===== src/rtl/trig_lut_arbiter.sv =====
// trig_lut_arbiter
//   Shares one synchronous sin/cos ROM among N_REQ requesters (tanks and
//   bullet engines). A round-robin FSM (IDLE -> ADDR -> DATA) issues one
//   lookup at a time. Each requester gets its result in its own holding
//   register, plus a one-cycle done pulse.
//
//   Optional feature macro: TRIG_ARB_CACHE_EN
//     When defined, each requester remembers the last legal angle it looked
//     up. A repeat request for that angle is answered from the held result
//     in one cycle, without touching the ROM.
//
// Ports
//   Clk, Reset       clock; asynchronous active-high reset
//   req[N]           level request per requester, held until its own done
//   angle_in[N*6]    packed angle index, slice i = [6i+5:6i]
//   done[N]          one-cycle pulse: result for requester i is valid
//   err[N]           last completed lookup of requester i had angle > ANG_MAX
//   sin_out/cos_out  packed 8-bit results per requester, held until next done
//   rom_rd/rom_addr  ROM read strobe and address
//   rom_sin/rom_cos  ROM data, valid the cycle after rom_rd
//   busy             FSM is not IDLE
module trig_lut_arbiter #(
  parameter int N_REQ   = 4,
  parameter int ANG_W   = 6,
  parameter int ANG_MAX = 44
) (
  input  logic                   Clk,
  input  logic                   Reset,
  input  logic [N_REQ-1:0]       req,
  input  logic [N_REQ*ANG_W-1:0] angle_in,
  output logic [N_REQ-1:0]       done,
  output logic [N_REQ-1:0]       err,
  output logic [N_REQ*8-1:0]     sin_out,
  output logic [N_REQ*8-1:0]     cos_out,
  output logic                   rom_rd,
  output logic [ANG_W-1:0]       rom_addr,
  input  logic [7:0]             rom_sin,
  input  logic [7:0]             rom_cos,
  output logic                   busy
);
  localparam int GW = $clog2(N_REQ);
  localparam logic [ANG_W-1:0] AMAX = ANG_W'(ANG_MAX);

  typedef enum logic [1:0] {IDLE, ADDR, DATA} state_t;

  state_t                     state, state_nx;
  logic [GW-1:0]              rr, rr_nx, g, g_nx;
  logic                       eflag, eflag_nx;
  logic [ANG_W-1:0]           addr_nx;
  logic                       rd_nx, busy_nx;
  logic [N_REQ-1:0]           done_nx, err_nx;
  logic [N_REQ-1:0][7:0]      sin_q, cos_q, sin_nx, cos_nx;

  logic [N_REQ-1:0]           elig;
  logic                       found;
  logic [GW-1:0]              win;
  logic [ANG_W-1:0]           ang;
  logic                       bad;

`ifdef TRIG_ARB_CACHE_EN
  logic [N_REQ-1:0]             cv, cv_nx;
  logic [N_REQ-1:0][ANG_W-1:0]  ca, ca_nx;
`endif

  assign sin_out = sin_q;
  assign cos_out = cos_q;

  function automatic logic [GW-1:0] nxt(input logic [GW-1:0] x);
    return (int'(x) == N_REQ - 1) ? '0 : x + 1'b1;
  endfunction

  always_ff @(posedge Clk or posedge Reset) begin
    if (Reset) begin
      state    <= IDLE;
      rr       <= '0;
      g        <= '0;
      eflag    <= 1'b0;
      rom_addr <= '0;
      rom_rd   <= 1'b0;
      busy     <= 1'b0;
      done     <= '0;
      err      <= '0;
      sin_q    <= '0;
      cos_q    <= '0;
`ifdef TRIG_ARB_CACHE_EN
      cv       <= '0;
      ca       <= '0;
`endif
    end else begin
      state    <= state_nx;
      rr       <= rr_nx;
      g        <= g_nx;
      eflag    <= eflag_nx;
      rom_addr <= addr_nx;
      rom_rd   <= rd_nx;
      busy     <= busy_nx;
      done     <= done_nx;
      err      <= err_nx;
      sin_q    <= sin_nx;
      cos_q    <= cos_nx;
`ifdef TRIG_ARB_CACHE_EN
      cv       <= cv_nx;
      ca       <= ca_nx;
`endif
    end
  end

  always_comb begin
    state_nx = state;
    rr_nx    = rr;
    g_nx     = g;
    eflag_nx = eflag;
    addr_nx  = rom_addr;
    rd_nx    = 1'b0;
    done_nx  = '0;
    err_nx   = err;
    sin_nx   = sin_q;
    cos_nx   = cos_q;
`ifdef TRIG_ARB_CACHE_EN
    cv_nx    = cv;
    ca_nx    = ca;
`endif

    // The requester whose done is showing is masked so a held req is not
    // re-granted in its own done cycle.
    elig  = req & ~done;
    found = 1'b0;
    win   = '0;
    for (int k = 0; k < N_REQ; k++) begin
      int idx;
      idx = int'(rr) + k;
      if (idx >= N_REQ) idx = idx - N_REQ;
      if (!found && elig[idx]) begin
        found = 1'b1;
        win   = GW'(idx);
      end
    end
    ang = angle_in[win*ANG_W +: ANG_W];
    bad = ang > AMAX;

    unique case (state)
      IDLE: begin
        if (found) begin
`ifdef TRIG_ARB_CACHE_EN
          if (!bad && cv[win] && ca[win] == ang) begin
            // Hit: held result is already correct, answer next cycle.
            done_nx[win] = 1'b1;
            err_nx[win]  = 1'b0;
            rr_nx        = nxt(win);
          end else
`endif
          begin
            addr_nx  = bad ? '0 : ang;
            rd_nx    = 1'b1;
            g_nx     = win;
            eflag_nx = bad;
            state_nx = ADDR;
          end
        end
      end
      ADDR: state_nx = DATA;
      DATA: begin
        sin_nx[g]  = rom_sin;
        cos_nx[g]  = rom_cos;
        err_nx[g]  = eflag;
        done_nx[g] = 1'b1;
        rr_nx      = nxt(g);
        state_nx   = IDLE;
`ifdef TRIG_ARB_CACHE_EN
        if (!eflag) begin
          cv_nx[g] = 1'b1;
          ca_nx[g] = rom_addr;
        end
`endif
      end
      default: state_nx = IDLE;
    endcase

    busy_nx = (state_nx != IDLE);
  end
endmodule


===== config.mk =====
export PLATFORM = sky130hd
export DESIGN_NAME = trig_lut_arbiter
export DESIGN_NICKNAME = d
export VERILOG_FILES = /design/src/rtl/trig_lut_arbiter.sv
export SDC_FILE = /design/constraint.sdc
export NUM_CORES = 1
export LEC_CHECK = 0
export ABC_AREA = 1
export CAP_MARGIN = 25
export CORE_ASPECT_RATIO = 0.75
export CORE_MARGIN = 2
export CORE_UTILIZATION = 46
export CTS_CLUSTER_DIAMETER = 120
export CTS_CLUSTER_SIZE = 40
export DETAILED_ROUTE_END_ITERATION = 10
export PLACE_DENSITY = 0.83
export SLEW_MARGIN = 10
export SYNTH_ARGS = -nofsm -noshare
export SYNTH_HDL_FRONTEND = slang
export SYNTH_SLANG_ARGS = --single-unit

===== constraint.sdc =====
create_clock -name Clk -period 3.75 [get_ports Clk]
set_input_delay 0.5625 -clock Clk [delete_from_list [all_inputs] [get_ports Clk]]
set_output_delay 0.5625 -clock Clk [all_outputs]
set_load 0.1 [all_outputs]

==> metrics.md <==
| Metric | Value |
|---|---|
| RR Endpoint | `rom_addr[1]` |
| R2R Setup Slk | `1.16 ns` |
| H-tree levels | `3` |
| Hold Path Class | `reg -> reg` |
| Synth Cell Area | `3825 µm²` |
| Initial antenna violation count | `0` |
| Net count reported at finish | `595` |
| Period utilisation layout | `69.01%` |
| Max cap viols | `0` |
| Final count of hold timing violations | `0` |
| Storage cell area | `2177 µm²` |
| Status | `completed` |
| Root Buffer | `clkbuf_8` |
| CP required | `4.01 ns` |
| Final wirelength | `9593 µm` |
| First DRT Iteration DRCs | `194` |
| Post-CTS Setup Repair Bufs | `0` |
| Core box area | `7988 µm²` |
| Share of post-route cells with drive strength above 1 | `10.00%` |
| HPWL Detailed | `7048 µm` |
| Routability cong. | `0.8502` |
| Yosys reg bits | `87` |
| Slowest cell delay on critical path | `0.70 ns` |
| Via count | `3,304` |
| Total grt overflow | `0` |
| Yosys synthesis warning count | `0` |
| Height of the die | `82.97 µm` |
| Site Rows | `28` |
| # fillers | `644` |
| # port buffers | `125` |
| Vias in the first global route | `3,256` |
| Setup crit start kind | `register` |
| N_diodes | `0` |
| Die ar. | `9068 µm²` |
| Max Fclk | `0.3864 GHz` |
| Final ANT Viol Nets | `0` |
| Layout overhead on the synthesized area | `41.61%` |
| Place WS | `0.8790 ns` |
| Multi-input gate area | `1403 µm²` |
| Number of CTS-inserted buffers | `9` |
| Non-filler cells in the finished layout | `655` |
| Iteration count of the initial detailed-routing pass | `4` |
| Setup TNS | `0 ns` |
| Die Wd | `109.3 µm` |
| Initial Utilization | `47.89%` |
| Routed len/inst | `14.65 µm` |
| Num Clock Sinks | `87` |
| Final core occ | `67.81%` |
| Final setup viols | `0` |
| Vias per inst | `5.044` |
| Worst setup endpoint | `rom_addr[1]` |
| CP most frequent cell | `nand2_1` |
| Mapped Avg Cell Area | `9.107 µm²` |
| CP arrival | `2.85 ns` |
| Synth Instances | `420` |
| RSZ-0062 raised after global routing | `no` |
| Crit Path Class | `reg -> reg` |
| Synthesized Nets | `470` |
| Synth cell types | `26` |
| Setup crit start | `rr[0]` |
| Reg2Reg Depth | `12` |
| R2r startpoint | `rr[0]` |
| Critical-path cell list | `nand2_1 > nand2_2 > nand3_2 > nand2_4 > nand4_2 > inv_1 > nor2_1 > nand2_1 > clkinv_1 > nand2_1 > o21ai_0 > a21oi_1` |
| CP max FO | `11` |
| Tightest Pin Transition | `1.025 ns` |
| Period minus WS final | `2.588 ns` |
| Crit end category | `register` |
| Slew Limit Fails | `0` |
| Clk_lat worst skew | `0.34 ns` |
| GRT Total Usage | `22.01%` |
| Clock Path Buffers | `2` |
| PnR worst setup slack | `1.162 ns` |
| Clock transition at path regs | `0.08 ns` |
| CTS tree | `yes` |
| # resized after CTS | `0` |
| First-pass GRT wire length | `15,670 µm` |
| CTS hold repair buffers | `0` |
| Dpl cells | `636` |
| IO Count | `126` |
| Number of remaining DRC errors | `0` |
| Worst Clk Skew | `0.008214 ns` |
| Max_slew headroom | `31.48%` |
| CP max stage cell | `dfrtp_1` |
| Largest net degree at the start of global routing | `45` |
| Sequential fraction of the synthesis area | `56.92%` |
==> metrics by stage <==
step,area [µm²],hold slack [ns]
final,5416,0.4793
after detailed placement,5140,0.4705
after global routing,5416,0.5093
after global placement,5140,0.4639
after floorplan,3825,0.4435
after CTS,5346,0.4821
==> final cells by class <==
type / count / share of cell area (%)
clock inverters: 6 / 1.271
repair buffers: 130 / 24.67
clock buffers: 10 / 2.541
inverters: 39 / 3.003
well taps: 105 / 2.426
flip-flops and latches: 87 / 40.19
multi-input cells: 278 / 25.90
==> metal layers <==
layer	vias to the layer above	wire (µm)	GRT usage (%)	share of wire, %
li1	1608	-	-	-
met1	1590	4199	28.91	44
met2	99	4621	36.02	48
met3	7	703	6.672	7.3
met4	0	68	4.833	0.71
met5	-	0	0	0
==> how the worst min path moves through the flow <==
| stage | startpoint | endpoint | slack (ns) | cells after the start |
|---|---|---|---|---|
| 6_report | state[1] | busy | 0.48 | 1 |
| 4_1_cts | state[1] | state[1] | 0.48 | 1 |
| 3_5_place_dp | state[1] | state[1] | 0.47 | 1 |
| 2_1_floorplan | state[1] | busy | 0.44 | 1 |
| 3_3_place_gp | state[1] | state[1] | 0.46 | 1 |
| 5_1_grt | state[1] | state[1] | 0.51 | 1 |
==> synth_stat cells <==
| cell | count | area [µm²] |
|---|---|---|
| nand3_4 | 2 | 35.03 |
| inv_4 | 1 | 6.260 |
| clkinv_1 | 1 | 3.750 |
| nor2_2 | 2 | 12.51 |
| buf_6 | 3 | 33.78 |
| nand3_1 | 22 | 110.1 |
| nand4_1 | 5 | 31.28 |
| inv_1 | 36 | 135.1 |
| clkbuf_1 | 12 | 45.04 |
| dfrtp_1 | 87 | 2177 |
| nor2_4 | 1 | 11.26 |
| o21ai_0 | 76 | 380.4 |
| a21oi_1 | 6 | 30.03 |
| nand4_2 | 1 | 12.51 |
| a21oi_2 | 1 | 8.760 |
| nor2_1 | 6 | 22.52 |
| nand2_1 | 124 | 465.5 |
| nand2_2 | 11 | 68.82 |
| buf_2 | 1 | 5.000 |
| a21oi_4 | 1 | 16.27 |
| ha_1 | 4 | 50.05 |
| nand2_4 | 4 | 45.04 |
| nand3_2 | 8 | 80.08 |
| o21ai_1 | 3 | 15.01 |
| inv_12 | 1 | 16.27 |
| a21boi_0 | 1 | 7.510 |
==> sequential cells by signal, summed over array words and instances (netlist names) <==
signal    cells
rom_rd        1
rom_addr      6
err           4
sin_out      32
g             2
busy          1
cos_out      32
state         2
eflag         1
done          4
rr            2
==> critical path, delay by kind of cell, from the launching register on <==
family                 cells  cell delay, ns
AOI/OAI and AO/OA          2            0.21
and+or+nand+nor            8            1.10
DFF                        1            0.70
buffers and inverters      2            0.48
==> layout by cell type, fill, tap and decap left out, drive strengths merged, types with 6 or more instances in the layout <==
cell type / n
nand3: 32
clkinv: 6
clkbuf: 10
o21ai: 79
a21oi: 8
nand4: 6
nor2: 9
nand2: 139
inv: 38
clkdlybuf4s50: 125
dfrtp: 87
==> logic make-up after synthesis <==
kind of cell,Yosys count,synth area share [%]
AND/OR/NAND/NOR,186,23.39
AO/OA/AOI/OAI,88,11.97
flip-flops,87,56.92
buffers and inverters,55,6.411
adder cells (fa/ha/maj),4,1.309
Power is not shown: default switching activity piles up to over one toggle a cycle in this logic, so the estimate is an artifact.
